--- src/rtl/lsu_seq.sv ---
// rtl/lsu_seq.sv - load/store sequencer: bus alignment, byte strobes, split beats, load extension
module lsu_seq #(
   parameter int XLEN     = 32,
   parameter int ADDR_W   = 32,
   parameter int SPLIT_EN = 1
) (
   input  logic              clk,
   input  logic              rst,
   input  logic              halt_req,
   input  logic              req_valid,
   output logic              req_ready,
   input  logic              req_we,
   input  logic [ADDR_W-1:0] req_addr,
   input  logic [XLEN-1:0]   req_wdata,
   input  logic [1:0]        req_type,
   input  logic              req_sign,
   output logic              resp_valid,
   output logic [XLEN-1:0]   resp_rdata,
   output logic              resp_err,
   output logic [ADDR_W-1:0] mem_addr,
   output logic [XLEN-1:0]   mem_wdata,
   output logic [XLEN/8-1:0] mem_wstrb,
   output logic              mem_rmem,
   output logic              mem_wmem,
   input  logic              mem_busy,
   input  logic [XLEN-1:0]   mem_rdata
);
   localparam int NB    = XLEN/8;
   localparam int OFS_W = $clog2(NB);

   typedef enum logic [2:0] {
      S_IDLE, S_REQ0, S_CAP0, S_REQ1, S_CAP1, S_RESP
   } state_t;

   state_t state, state_nx;

   logic              we_r, sign_r, err_r;
   logic [1:0]        type_r;
   logic [ADDR_W-1:0] addr_r;
   logic [XLEN-1:0]   wdata_r, lo_r, hi_r;

   // One past the last byte touched, relative to the bus word start
   function automatic logic [4:0] span_end(input logic [OFS_W-1:0] ofs, input logic [1:0] t);
      return 5'(ofs) + (5'd1 << t);
   endfunction

   logic              accept;
   logic              in_bad_type, in_cross, in_err;
   logic [OFS_W-1:0]  ofs_r;
   logic              cross_r;
   logic [3:0]        size_b;
   logic [NB-1:0]     size_mask;
   logic [2*NB-1:0]   strb_full;
   logic [2*XLEN-1:0] wdata_full;
   logic [ADDR_W-1:0] aligned;
   logic [XLEN-1:0]   ld_shift, ld_mask, ld_ext;
   logic              ld_sbit;

   assign accept      = req_valid && req_ready;
   assign in_bad_type = (5'd1 << req_type) > 5'(NB);
   assign in_cross    = span_end(req_addr[OFS_W-1:0], req_type) > 5'(NB);
   assign in_err      = in_bad_type || (in_cross && SPLIT_EN == 0);

   assign ofs_r      = addr_r[OFS_W-1:0];
   assign cross_r    = span_end(ofs_r, type_r) > 5'(NB);
   assign size_b     = 4'd1 << type_r;
   assign size_mask  = ~({NB{1'b1}} << size_b);
   // Upper halves of these double-width shifts are exactly the second-beat values
   assign strb_full  = {{NB{1'b0}}, size_mask} << ofs_r;
   assign wdata_full = {{XLEN{1'b0}}, wdata_r} << {ofs_r, 3'b000};
   assign aligned    = {addr_r[ADDR_W-1:OFS_W], {OFS_W{1'b0}}};

   assign ld_shift = XLEN'({hi_r, lo_r} >> {ofs_r, 3'b000});
   assign ld_mask  = ~({XLEN{1'b1}} << {size_b, 3'b000});
   assign ld_sbit  = |(ld_shift & (ld_mask ^ (ld_mask >> 1)));
   assign ld_ext   = (sign_r && ld_sbit) ? (ld_shift | ~ld_mask) : (ld_shift & ld_mask);

   always_comb begin
      state_nx  = state;
      req_ready = 1'b0;
      mem_addr  = '0;
      mem_wdata = '0;
      mem_wstrb = '0;
      mem_rmem  = 1'b0;
      mem_wmem  = 1'b0;
      case (state)
         S_IDLE: begin
            req_ready = !halt_req && !rst;
            if (accept)
               state_nx = in_err ? S_RESP : S_REQ0;
         end
         S_REQ0: begin
            mem_addr  = aligned;
            mem_wdata = wdata_full[XLEN-1:0];
            mem_wstrb = strb_full[NB-1:0];
            mem_rmem  = !we_r;
            mem_wmem  = we_r;
            if (!mem_busy)
               state_nx = S_CAP0;
         end
         S_CAP0:  state_nx = cross_r ? S_REQ1 : S_RESP;
         S_REQ1: begin
            mem_addr  = aligned + ADDR_W'(NB);
            mem_wdata = wdata_full[2*XLEN-1:XLEN];
            mem_wstrb = strb_full[2*NB-1:NB];
            mem_rmem  = !we_r;
            mem_wmem  = we_r;
            if (!mem_busy)
               state_nx = S_CAP1;
         end
         S_CAP1:  state_nx = S_RESP;
         S_RESP:  state_nx = S_IDLE;
         default: state_nx = S_IDLE;
      endcase
   end

   always_ff @(posedge clk) begin
      if (rst) begin
         state      <= S_IDLE;
         we_r       <= 1'b0;
         sign_r     <= 1'b0;
         err_r      <= 1'b0;
         type_r     <= '0;
         addr_r     <= '0;
         wdata_r    <= '0;
         lo_r       <= '0;
         hi_r       <= '0;
         resp_valid <= 1'b0;
         resp_rdata <= '0;
         resp_err   <= 1'b0;
      end else begin
         state      <= state_nx;
         resp_valid <= (state == S_RESP);
         resp_err   <= (state == S_RESP) && err_r;
         resp_rdata <= (state == S_RESP && !err_r && !we_r) ? ld_ext : '0;
         if (accept) begin
            we_r    <= req_we;
            sign_r  <= req_sign;
            err_r   <= in_err;
            type_r  <= req_type;
            addr_r  <= req_addr;
            wdata_r <= req_wdata;
            hi_r    <= '0;
         end
         if (state == S_CAP0)
            lo_r <= mem_rdata;
         if (state == S_CAP1)
            hi_r <= mem_rdata;
      end
   end
endmodule

--- config.mk ---
export PLATFORM = sky130hd
export DESIGN_NAME = lsu_seq
export DESIGN_NICKNAME = d
export VERILOG_FILES = /design/src/rtl/lsu_seq.sv
export SDC_FILE = /design/constraint.sdc
export NUM_CORES = 1
export LEC_CHECK = 0
export CAP_MARGIN = 5
export CORE_MARGIN = 5
export CORE_UTILIZATION = 30
export DETAILED_ROUTE_END_ITERATION = 16
export GPL_TIMING_DRIVEN = 0
export PLACE_DENSITY = 0.55
export SYNTH_ARGS = -nofsm -noshare
export SYNTH_HDL_FRONTEND = slang
export SYNTH_SLANG_ARGS = --single-unit
--- constraint.sdc ---
create_clock -name clk -period 3.5 [get_ports clk]
set_clock_uncertainty 0.1 [all_clocks]
set_input_delay 0.35 -clock clk [delete_from_list [all_inputs] [get_ports clk]]
set_output_delay 0.35 -clock clk [all_outputs]
set_load 0.02 [all_outputs]
==> flow_summary.ini, run 1 <==
[status]
outcome = completed

[cts]
ctsHoldBuffers = 0
clock-sinks = 162
cts_buffer_depth = 2
cts-root-buf = clkbuf_16
cts_buffers = 17
h-tree-depth = 4
clock_latency_ns = 0.42
cts.reportedPaths.clkPinSlew_ns = 0.07
cts_tree = yes

[critical_path]
cp.arrival_ns = 2.93
critical_path.endpoint_type = output port
worstPathMaxFanout = 10
cpMaxStageDelayCell = clkdlybuf4s50_1
path_class = reg2out
start_kind = flip-flop
critPathMaxStageDelay_ns = 0.63
cp_top_family = buffers and inverters
crit_required_ns = 3.05
critical_path_buf_inv_count = 4
path_cells = buf_2 -> clkbuf_4 -> clkbuf_2 -> nand3_1 -> o21ai_0 -> a21oi_1 -> nor2_1 -> clkdlybuf4s50_1

[final_layout]
fin_area_um2 = 11590
final_cells = 1630
layout.nets = 1346
syn2layout_area_growth_pct = 38.61
layout-drive-gt1-share = 0.08560
final_core_util = 0.4194

[global_routing]
antenna_found_initial = 3
grt_pass1_vias = 8350
grt_pass1_wl_um = 48270
track_usage = 0.2006
overflow = 0
grt_max_degree = 20

[logic_synthesis]
ys_warn_count = 0
synthTopCellsByArea = dfxtp_1 39%, nand2_1 8.8%, mux4_2 7.5%
syn_area_per_cell_um2 = 8.261
async_flop_share = 0
ys_seq_area_frac = 0.3879
synth_cell_type_count = 58
ys.flop_type = dfxtp_1
synthesis.area_um2 = 8361
synth.most_common_cell = nand2_1
ys_top_cells_by_count = 196 x nand2_1, 162 x dfxtp_1, 78 x o21ai_0
ys_seq_elements = 162
synth_top_area_frac = 0.3879
synth_area_leader_cell = dfxtp_1
synth_edf_count = 0
netlist_instances = 1012

[sta]
setup_ws_ns = 0.1186
worst_pin_slew_ns = 1.367
grt_setup_unrepaired = false
fmax_ghz = 0.2957
max_slew_margin = 0.08135
setup_viol = 0
holdWs_ns = 0.3559
drv_slew = 0
period_minus_slack_ns = 3.381
post-route-period-util = 0.9661
hold_viol = 0
fin_tns_setup_ns = 0

[pwr]
p_leak_nw = 3.927
ir_drop_mv = 0.2780
power_density_nw_per_um2 = 399.9
p_total_mw = 4.634

[flow_run]
max_cap_viol_count = 0

[placement]
dpl_cell_area_um2 = 10910
io_buffers = 207
hpwl_um = 23600
place_ws_ns = -0.1093
place_congestion = 0.8698
dp.cells = 1598

[drt]
wl_met3_um = 2549
wl_met2_um = 14360
wl_per_cell_um = 19.43
via_count = 8236
first_iter_violations = 608
met1_length_um = 13870
via_per_inst = 5.053
ant_nets = 0
wirelength_um = 31670
drc = 0
dr.pass1.iters = 5
dr.max_layer_used = met5

[die]
rows = 61
pin_count = 210
fp.dieW_um = 176.9
dieHeight_um = 176.9
core_area_um2 = 27630
dieArea_um2 = 31310
start_util = 0.3026

[worst_hold_path]
min_path_type = reg2reg
-- per-layer routing --
| layer | track usage | vias up |
|---|---|---|
| met2 | 0.3178 | 317 |
| met5 | 0 | - |
| li1 | - | 4013 |
| met4 | 0.07124 | 4 |
| met3 | 0.05426 | 49 |
| met1 | 0.2639 | 3853 |
-- path summary, 6_finish.rpt --
path	start	to	slack (ns)	cells past startpoint
max	addr_r[1]$_SDFFE_PP0P_	mem_wstrb[2]	0.12	8
min	lo_r[4]$_SDFFE_PP0P_	lo_r[4]$_SDFFE_PP0P_	0.36	2
max reg2reg	type_r[0]$_SDFFE_PP0P_	state[2]$_SDFFE_PP0P_	0.48	11
min reg2reg	lo_r[4]$_SDFFE_PP0P_	lo_r[4]$_SDFFE_PP0P_	0.36	2
-- worst register-to-register path, cell delays in order, from the launching register on --
cell and delay (ns):
dfxtp_1 0.39, clkbuf_1 0.42, or2_2 0.20, clkbuf_1 0.34
inv_1 0.09, ha_1 0.21, inv_1 0.07, fa_1 0.40
nor2b_1 0.15, o21ai_0 0.23, nand4b_1 0.13, and3_1 0.18
-- flip-flops by register name, indices dropped and copies added (netlist names) --
signal,cells
resp_valid,1
sign_r,1
hi_r,24
we_r,1
addr_r,32
state,3
err_r,1
resp_rdata,32
type_r,2
resp_err,1
wdata_r,32
lo_r,32
-- cells in the final DEF, fill, tap and decap left out, types with 10 or more instances in the layout --
master	synthesis	routed
clkdlybuf4s50_1	0	197
nand2_1	196	196
dfxtp_1	162	162
o21ai_0	78	78
a21oi_1	69	69
nand2b_1	64	64
clkbuf_1	70	59
nor2_1	54	51
mux4_2	28	28
mux2i_1	27	27
nand3_1	27	26
a2bb2oi_1	24	24
and2_1	20	20
o31ai_1	18	18
clkbuf_16	0	17
inv_1	14	14
nor2b_1	10	10
or4_1	10	10
-- layout make-up --
type	count	area (um2)
Fill cell	2841	16040
Multi-Input combinational cell	748	4743
Sequential cell	162	3243
Timing Repair Buffer	207	2078
Tap cell	378	473.0
Clock buffer	17	425.4
Buffer	87	381.6
Clock inverter	15	186.4
Inverter	14	52.55
Antenna cell	2	5.005
-- cell families (layout without fill, tap and decap cells) --
logic type | count (synthesis) | in the layout | share of synthesized area
compound gates | 235 | 235 | 0.1735
xor+xnor | 14 | 14 | 0.01467
fa+ha+maj | 4 | 4 | 0.006885
buf+inv | 103 | 340 | 0.04983
flops | 162 | 162 | 0.3879
mux | 60 | 60 | 0.1145
other cells | 1 | 4 | 0.0004485
simple gates | 433 | 433 | 0.2523
-- power breakdown --
group	switching (mW)	total, mW	leakage (nW)	internal, mW
logic	0.371	0.678	2.32	0.307
clock network	0.884	1.97	0.294	1.09
registers	0.0744	1.98	1.31	1.91
-- repair_timing --
action,CTS,global route
resized for setup,19,25
setup endpoints to repair,41,39
buffers inserted,0,0
No activity file was read; power rests on OpenSTA's default activity.
==> run 2: changes to the inputs <==
--- a/config.mk
+++ b/config.mk
@@ -8,3 +8,2 @@
 export CAP_MARGIN = 5
-export CORE_MARGIN = 5
 export CORE_UTILIZATION = 30
@@ -13,2 +12,3 @@
 export PLACE_DENSITY = 0.55
+export SLEW_MARGIN = 20
 export SYNTH_ARGS = -nofsm -noshare
==> constraint.sdc (replaced) <==
create_clock -name clk -period 3.5 [get_ports clk]
set_clock_uncertainty 0.1 [all_clocks]
set_input_delay 0.7 -clock clk [delete_from_list [all_inputs] [get_ports clk]]
set_output_delay 0.7 -clock clk [all_outputs]
set_load 0.02 [all_outputs]
==> run 2 against run 1 <==
Compared with the run above: utilization up 0.50 points; non-clock buffer count up 4; register-to-register slack better by 0.03 ns; global-route usage up 1.7 points; the flow now finishes with violations (setup timing); hold slack better by 0.00071 ns; fmax down 3.4%; sequential share of layout area up 0.17 points; die area down 8.8%; cell count down 0.18%; flip-flop and latch count unchanged.
==> flow_summary.ini, run 2 (synthesis results as in run 1) <==
[critical_path]
critical_path.endpoint_type = output port
path_class = reg2out
start_kind = flip-flop
crit_required_ns = 2.70
rrSetupSlack_ns = 0.51
worstPathMaxFanout = 10
rr_worst_depth = 11
r2r-end = state[2]$_SDFFE_PP0P_
cp.arrival_ns = 2.70
rr_startpoint = type_r[0]$_SDFFE_PP0P_

[final_layout]
mostFrequentLayoutCell = nand2_1
fin_area_um2 = 11530
fillers = 2786
multi_input_area_um2 = 4761
regArea_um2 = 3247
layout.nets = 1350
layout-drive-gt1-share = 0.1085
syn2layout_area_growth_pct = 37.95
final_cell_mix = 196 x nand2_1, 159 x dfxtp_1, 155 x clkdlybuf4s50_1, 77 x o21ai_0, 67 x a21oi_1
final_core_util = 0.4244

[pwr]
ir_drop_mv = 0.2841
p_total_mw = 4.510
cellInternalPower_mw = 3.243
p_seq_frac = 0.441
swShare = 0.2809
comb_power_share = 0.151
clockPowerShare = 0.408
power_density_nw_per_um2 = 391.0
switching_power_mw = 1.267
p_leak_nw = 4.066

[sta]
setup_viol = 1
post-route-period-util = 1.000
fmax_ghz = 0.2857
hold_viol = 0
grt_setup_unrepaired = true
drv_slew = 0
holdWs_ns = 0.3566
worst_pin_slew_ns = 0.8036
period_minus_slack_ns = 3.500
setup_ws_ns = -0.0002189
max_slew_margin = 0.4619

[worst_hold_path]
min_path_type = reg2reg
min_path_cells = 2
whs_endpoint = lo_r[5]$_SDFFE_PP0P_
hp-start = lo_r[5]$_SDFFE_PP0P_

[cts]
cts.reportedPaths.clkPinSlew_ns = 0.07
cts_buffers = 17
h-tree-depth = 4
cts_tree = yes
ctsHoldBuffers = 0
cts-root-buf = clkbuf_16
cts_buffer_depth = 2
clock-sinks = 162
clock_latency_ns = 0.43

[global_routing]
grt_pass1_wl_um = 47070
track_usage = 0.2180
antenna_found_initial = 3
grt_pass1_vias = 8112
grt_max_degree = 17
overflow = 0

[die]
dieHeight_um = 168.9
dieArea_um2 = 28540
fp.dieW_um = 168.9
rows = 60
core_area_um2 = 27180
pin_count = 210
start_util = 0.3076

[flow_run]
max_cap_viol_count = 0

[placement]
hpwl_um = 22950
place_ws_ns = -0.4876
place_congestion = 0.8656
dpl_cell_area_um2 = 10910
io_buffers = 207

[drt]
via_count = 8345
first_iter_violations = 633
drc = 0
wirelength_um = 31020
wl_per_cell_um = 19.06
dr.pass1.iters = 5
ant_nets = 0
via_per_inst = 5.129

[status]
violations = setup timing
outcome = finished with violations
[run 2: cell count changes in the layout (fill, tap and decap cells not counted), moves of 7 or more]
cell,delta
buf_4,+9
dlygate4sd2_1,+29
clkdlybuf4s15_2,+7
clkdlybuf4s50_1,-42
[run 2: critical path: stages (launching register included)]
cell	delay [ns]
dfxtp_1	0.43
nand4_2	0.20
or4_4	0.63
buf_2	0.22
or3_1	0.32
a21oi_1	0.17
clkdlybuf4s15_2	0.28
[run 2: power by group through the flow]
| stage | Clock [mW] | Combinational (mW) | Sequential (mW) |
|---|---|---|---|
| after global placement | 0 | 0.661 | 2.02 |
| after global routing | 1.94 | 0.731 | 2.00 |
| after detailed placement | 0 | 0.664 | 2.02 |
| after CTS | 1.86 | 0.671 | 1.99 |
| final | 1.84 | 0.682 | 1.99 |
| after floorplan | 0 | 0.362 | 2.00 |
[run 2: area by class of cell]
type,instances,share of cell area
clock buffers,21,0.03992
repair buffers,210,0.1767
multi-input cells,748,0.4128
clock inverters,11,0.009004
plain buffers,88,0.03493
flip-flops and latches,162,0.2815
inverters,14,0.004556
well taps,372,0.04036
diodes,1,0.0002170
[run 2: worst max-delay path by stage]
stage,from,end,cells after the start
after CTS,state[1]$_SDFFE_PP0P_,mem_wdata[0],8
after global placement,addr_r[1]$_SDFFE_PP0P_,mem_wstrb[1],6
after global routing,state[1]$_SDFFE_PP0P_,mem_addr[17],7
final,addr_r[5]$_SDFFE_PP0P_,mem_addr[17],6
after floorplan,addr_r[2]$_SDFFE_PP0P_,mem_addr[20],6
after detailed placement,addr_r[1]$_SDFFE_PP0P_,mem_wstrb[1],6
[run 2: per-layer routing]
layer	share of wire	global-route usage
met1	0.45	0.2927
met2	0.45	0.3462
met3	0.080	0.04957
met4	0.022	0.06759
met5	0.00026	0
[run 2: metrics by stage]
stage,instances,TNS (ns)
5_1_grt,1626,-0.6254
4_1_cts,1624,-0.001462
3_5_place_dp,1592,-6.155
6_report,1627,-0.0002189
2_1_floorplan,1013,0
3_3_place_gp,1592,-5.335
[run 2: what timing repair did]
item / 4_1_cts / 5_1_grt
buffers inserted: 1 / 2
endpoints found under the setup margin: 55 / 29
pin swaps: 2 / 2
gates cloned: 0 / 0
resized for setup: 120 / 27
==> run 3: changes to the inputs <==
Settings changed: CORE_MARGIN set to 2, CORE_UTILIZATION 30 to 40, PLACE_DENSITY 0.55 to 0.69.
==> run 3 against run 2 <==
Compared with the run above: the flow now finishes without violations; count of clock-buffer cells in the layout decreased by 1; sequential share of layout area increased by 0.25 points; total power increased by 3.3%; wire length decreased by 5.5%; non-clock buffer count decreased by 2; combinational power decreased by 1%; first-iteration DRC count increased by 13%; flip-flop and latch count unchanged; utilization increased by 14 points; final area decreased by 0.75%; largest power group unchanged.
==> flow_summary.ini, run 3 (synthesis results as in run 1) <==
[final_layout]
multi_input_area_um2 = 4778
regArea_um2 = 3251
fillers = 1903
mostFrequentLayoutCell = nand2_1
diodes = 0
final_cell_mix = 195 x nand2_1, 158 x dfxtp_1, 155 x clkdlybuf4s50_1, 78 x o21ai_0, 67 x a21oi_1
layout-drive-gt1-share = 0.1134
layout.nets = 1348
syn2layout_area_growth_pct = 36.92

[placement]
io_buffers = 207
hpwl_um = 21430
place_congestion = 0.9165

[sta]
fmax_ghz = 0.2902
grt_setup_unrepaired = true
drv_slew = 0
post-route-period-util = 0.9844
period_minus_slack_ns = 3.446
fin_tns_setup_ns = 0
setup_viol = 0
worst_pin_slew_ns = 0.8189
hold_viol = 0
max_slew_margin = 0.4499

[die]
dieArea_um2 = 22070
rows = 52
dieHeight_um = 148.6
fp.dieW_um = 148.6
pin_count = 210
core_area_um2 = 20360
start_util = 0.4105

[pwr]
power_density_nw_per_um2 = 406.8
ir_drop_mv = 0.3057
p_total_mw = 4.656
p_leak_nw = 4.169

[status]
outcome = completed

[cts]
cts-root-buf = clkbuf_16
ctsHoldBuffers = 0
cts_buffer_depth = 2
cts.reportedPaths.clkPinSlew_ns = 0.07
cts_buffers = 17
h-tree-depth = 4
clock_latency_ns = 0.43
cts_tree = yes
clock-sinks = 162

[critical_path]
cp.arrival_ns = 2.65
path_class = reg2out
crit_required_ns = 2.70
start_kind = flip-flop
rrSetupSlack_ns = 0.38
worstPathMaxFanout = 10
critical_path.endpoint_type = output port

[global_routing]
grt_max_degree = 17
track_usage = 0.2645
antenna_found_initial = 0
grt_pass1_vias = 8137
overflow = 0
grt_pass1_wl_um = 45060

[drt]
dr.pass1.iters = 5
wl_per_cell_um = 19.25
wl_met3_um = 2569
dr.max_layer_used = met4
ant_nets = 0
first_iter_violations = 717
wl_met2_um = 13260
wirelength_um = 29300
via_count = 8487
via_per_inst = 5.576
drc = 0
met1_length_um = 12630

[worst_hold_path]
min_path_type = reg2reg

[flow_run]
max_cap_viol_count = 0
-- run 3: cell count changes in the layout (fill, tap and decap cells not counted), sizes merged, moves of 2 or more --
cell	delta
buf	-3
bufinv	+2
clkbuf	+8
clkdlybuf4s15	-3
clkinv	-5
dlygate4sd2	-13
dlymetal6s2s	+8
inv	+3
-- run 3: path summary, 6_finish.rpt --
path | to | cells past startpoint | from
hold reg to reg | lo_r[2]$_SDFFE_PP0P_ | 2 | lo_r[2]$_SDFFE_PP0P_
hold / removal | lo_r[2]$_SDFFE_PP0P_ | 2 | lo_r[2]$_SDFFE_PP0P_
setup reg to reg | state[2]$_SDFFE_PP0P_ | 11 | type_r[0]$_SDFFE_PP0P_
setup / recovery | mem_wdata[0] | 8 | state[1]$_SDFFE_PP0P_
-- run 3: where the power goes --
part / switching, mW / internal, mW / leakage, nW
clock network: 0.817 / 1.18 / 0.296
logic: 0.369 / 0.305 / 2.56
registers: 0.0778 / 1.91 / 1.32
total: 1.26 / 3.39 / 4.17
-- run 3: metal layers --
metal  global-route usage  vias up
li1                     -     4012
met1               0.3594     3994
met2               0.4153      421
met3              0.06074       60
met4              0.09190        0
met5                    0        -
-- run 3: per-stage QoR --
step	setup WS (ns)	std cells	util	hold WS, ns	cell area (um2)
6_report	0.05448	1522	0.5621	0.3557	11450
5_1_grt	-0.005608	1522	0.5621	0.3692	11450
4_1_cts	0.003334	1522	0.5611	0.3562	11430
3_5_place_dp	-0.4408	1490	0.5291	0.3472	10770
3_3_place_gp	-0.4946	1490	0.5291	0.3408	10770
2_1_floorplan	0.5684	1013	-	0.3334	8364
-- run 3: final cells by class --
class	instances	area share
inverters	14	0.004591
well taps	270	0.02951
multi-input cells	748	0.4174
plain buffers	88	0.03552
clock inverters	12	0.01465
flip-flops and latches	162	0.2840
repair buffers	208	0.1744
clock buffers	20	0.03990
-- run 3: what timing repair did --
item | in CTS | in global routing
pin swaps | 1 | 1
buffers inserted | 1 | 0
resized for setup | 103 | 57
setup endpoints to repair | 55 | 34
-- run 3: critical path: stages (launching register included) --
cell and delay [ns]:
dfxtp_1 0.30, clkbuf_4 0.19, or4b_2 0.67, clkbuf_4 0.23, nor2_4 0.20, buf_4 0.17, nand2_1 0.04, o21ai_0 0.16
buf_2 0.24
==> edit 1: new RTL, config.mk and constraints of run 2 <==
Set the parameter `SPLIT_EN` to 0 (it was 1).
--- a/src/rtl/lsu_seq.sv
+++ b/src/rtl/lsu_seq.sv
@@ -3,5 +3,5 @@
    parameter int XLEN     = 32,
    parameter int ADDR_W   = 32,
-   parameter int SPLIT_EN = 1
+   parameter int SPLIT_EN = 0
 ) (
    input  logic              clk,
Behaviour: not the same (a bounded check fails within 4 cycles, from zero or initial values and one cycle with rst high).
==> edit 1 against run 2 <==
- worst setup slack improved by 73 ps
- die area increased by 1.4%
- sequential cell count unchanged
- fmax increased by 2.1%
- cell area increased by 2.3%
- synthesized area increased by 1.4%
- worst hold slack got worse by 4.9 ps
- routed wire length increased by 5.0%
- total power increased by 6.0%
- critical endpoint is now mem_wdata[23]
==> edit 1: results (changes against run 2) <==
| Metric | Value |
|---|---|
| Largest stage delay on the critical path | 610 ps (-20 ps) |
| Post-DP Area | 11000 um^2 (+1.1%) |
| CP endpoint | mem_wdata[23] |
| Seq Cell Count | 162 (unchanged) |
| Worst Max-Slew Pin Slew | 648 ps (-156 ps) |
| # nets final | 1438 (+6.5%) |
| Reg power frac | 42.7% (-1.4 points) |
| Clock buf count | 20 (-4.8%) |
| R2R cell count | 9 (-2) |
| CP arrival | 2630 ps (-70 ps) |
| Status | finished clean |
| Initial DRC Count | 604 (-4.6%) |
| Initial antenna violation count | 1 (-2) |
| Area of the multi-input gates | 4820 um^2 (+1.2%) |
| Pin count of the biggest net entering global routing | 20 (+3) |
| HPWL after DPL | 24.7 mm (+7.7%) |
| Clock power share | 37.9% (-2.9 points) |
| FF-to-FF End | state[1] |
| Sequential share of the synthesized area | 38.2% (-0.54 points) |
| Nonclk buf count | 306 (+2.7%) |
| Fin Hold WS | 352 ps (-4.94 ps) |
| P_leak | 4.40 nW (+8.2%) |
| Final Wtd Congestion | 0.856 (-1.1%) |
| Sequential share of cell area | 27.5% (-0.65 points) |
| Synth top area cells | dfxtp_1, nand2_1, mux2i_1 |
[edit 1: changes by cell type in the layout (fill, tap and decap cells not counted), moves of 11 or more]
cell,run 2,this run
a211oi_1,10,21
dlygate4sd2_1,32,12
and2_1,20,5
mux2i_1,27,61
nor2_1,51,95
nand3_1,26,14
mux4_2,28,0
o21ai_0,77,104
clkbuf_1,58,41
clkdlybuf4s50_1,155,179
dlymetal6s2s_1,2,14
[edit 1: worst register-to-register path, stage by stage, from the launching register on]
cell and delay (ps):
dfxtp_1 390, clkbuf_4 230, buf_4 250, inv_1 100, clkbuf_2 250, fa_1 580
inv_1 40, o22ai_1 150, a21oi_1 120, a31o_2 250
[edit 1: layer usage]
layer / wire length (um) / GRT usage [%] / vias to the layer above
met5: 11 / 0 / -
met4: 818 / 7.60 / 2
met3: 2760 / 5.63 / 53
met2: 14900 / 37.1 / 391
met1: 14100 / 28.5 / 4011
li1: - / - / 4252
[edit 1: repair_timing]
item | CTS | global route
resized for setup | 43 | 32
pin swaps | 5 | 2
buffers inserted | 8 | 5
endpoints found under the setup margin | 67 | 53
[edit 1: cell families (layout without fill, tap and decap cells)]
logic type,count (synthesis),after routing,share of synthesized area (%)
AOI/OAI and AO/OA,273,273,19.9
xor gates and xnor gates,14,14,1.45
adders and majority gates,7,7,1.21
buffers and inverters,109,356,5.55
DFF,162,162,38.2
muxes,72,72,8.66
other,1,2,0.0442
and+or+nand+nor,453,453,24.9
[edit 1: metrics by stage]
stage	setup WS, ps	total power, mW
2_1_floorplan	818	2.55
3_3_place_gp	-267	2.96
3_5_place_dp	-263	2.97
4_1_cts	1.18	4.77
5_1_grt	-18.8	4.95
6_report	72.4	4.78
==> edit 2: new RTL, settings of run 2 <==
Made on the original files. Register the output `resp_err` once more; this adds one clock of latency there. The other outputs are not delayed to match.
--- a/src/rtl/lsu_seq.sv
+++ b/src/rtl/lsu_seq.sv
@@ -32,4 +32,6 @@
       S_IDLE, S_REQ0, S_CAP0, S_REQ1, S_CAP1, S_RESP
    } state_t;
+
+   logic resp_err_s0;
 
    state_t state, state_nx;
@@ -128,9 +130,9 @@
          resp_valid <= 1'b0;
          resp_rdata <= '0;
-         resp_err   <= 1'b0;
+         resp_err_s0 <= 1'b0;
       end else begin
          state      <= state_nx;
          resp_valid <= (state == S_RESP);
-         resp_err   <= (state == S_RESP) && err_r;
+         resp_err_s0 <= (state == S_RESP) && err_r;
          resp_rdata <= (state == S_RESP && !err_r && !we_r) ? ld_ext : '0;
          if (accept) begin
@@ -149,4 +151,8 @@
       end
    end
+   always_ff @(posedge clk) begin
+      resp_err <= resp_err_s0;
+   end
+
 endmodule
 
Formal check against the unedited RTL: not equivalent (Yosys sat finds a counterexample within 4 cycles, from zero or initial values and one cycle with rst high).
==> edit 2 against run 2 <==
- sequential cell count increased by 1
- worst setup slack improved by 40 ps
- count of clock-buffer cells in the layout decreased by 3
- first-iteration DRC count decreased by 0.32%
- synthesized area increased by 0.24%
- routed wire length increased by 1.3%
- cell area increased by 0.76%
- die area increased by 0.24%
- total power increased by 1.1%
- largest power group unchanged
==> edit 2: results (changes against run 2) <==
| Metric | Value |
|---|---|
| WL/cell | 19.3 um (+1.3%) |
| Internal power | 3.23 mW (-0.26%) |
| Post-detailed-routing wire length | 31.4 mm (+1.3%) |
| P_leak | 4.16 nW (+2.3%) |
| Placement Setup Slack | -547 ps (-59.8 ps) |
| Rel. slew slack | 44.7% (-1.5 points) |
| Metal3 WL | 2.22 mm (-10%) |
| Status | finished clean |
| Met2 Use GR | 35.6% (+0.93 points) |
| FILL cells | 2807 (+0.75%) |
| WL met2 | 14.4 mm (+3.4%) |
| Initial DRC Count | 631 (-0.32%) |
| Compound-Gate Fraction of Synth Area | 17.3% (-0.041 points) |
| CP arrival | 2660 ps (-40 ps) |
| Crit-path slowest cell | clkdlybuf4s50_1 |
| Clk_lat worst skew | 430 ps (about the same) |
| Routed vias/inst | 5.09 (-0.73%) |
| Net Sw Frac | 29.1% (+1.0 points) |
| Post-synthesis adder-cell area fraction | 0.687% (-0.0016 points) |
| Final Wtd Congestion | 0.864 (-0.18%) |
| Clock power share | 41.2% (+0.4 points) |
| Share of layout cells above drive strength 1 | 11.6% (+0.78 points) |
| Sequential share of the synthesized area | 38.9% (+0.15 points) |
| Dpl cells | 1593 (+0.063%) |
| Number of diodes | 0 (-1) |
| CP delay by family, top | buffers and inverters |
| Final worst slack | 40.1 ps (+40.3 ps) |
| Met3 Use GR | 4.52% (-0.43 points) |
| Hold Path Sink | resp_err |
| Post-DP Area | 10900 um^2 (+0.18%) |
| Pre-Repair DR Iteration Count | 7 (+2) |
| Synth cell count leaders | nand2_1, dfxtp_1, o21ai_0, clkbuf_1, a21oi_1 |
| Synth top area cells | dfxtp_1, nand2_1, mux4_2 |
| # nets final | 1352 (+0.15%) |
| Fin Hold WS | 232 ps (-124 ps) |
| Mux cell area share after synthesis | 11.4% (-0.027 points) |
| Syn Area/Cell | 8.27 um^2 (+0.14%) |
| First-pass GRT wire length | 47.7 mm (+1.3%) |
| CTS resizes | 113 (-5.8%) |
| Worst IR Drop VDD | 0.347 mV (+22%) |
| Hold path depth | 0 (-2) |
| Vias in the first global route | 8206 (+1.2%) |
| Initial antenna violation count | 1 (-2) |
==> edit 2: cell count changes after synthesis, sizes merged <==
cell,change
dfxtp,+1
==> edit 2: final cells by class <==
type | instances | area, um^2 | share of cell area (%)
sequential | 163 | 3280 | 28.2
timing repair buffer | 211 | 2060 | 17.7
clock buffer | 18 | 429 | 3.69
inverter | 14 | 52.6 | 0.452
clock inverter | 14 | 145 | 1.25
tap | 372 | 465 | 4.01
buffer | 88 | 400 | 3.45
multi-input combinational | 748 | 4790 | 41.3
==> edit 2: worst max-delay path by stage <==
stage	depth (start not counted)	to	start
4_1_cts	6	mem_wdata[21]	state[1]
3_3_place_gp	6	mem_wstrb[1]	addr_r[1]
3_5_place_dp	6	mem_wstrb[1]	addr_r[1]
5_1_grt	5	mem_addr[5]	state[2]
6_report	5	mem_addr[9]	state[2]
2_1_floorplan	6	mem_addr[20]	addr_r[2]
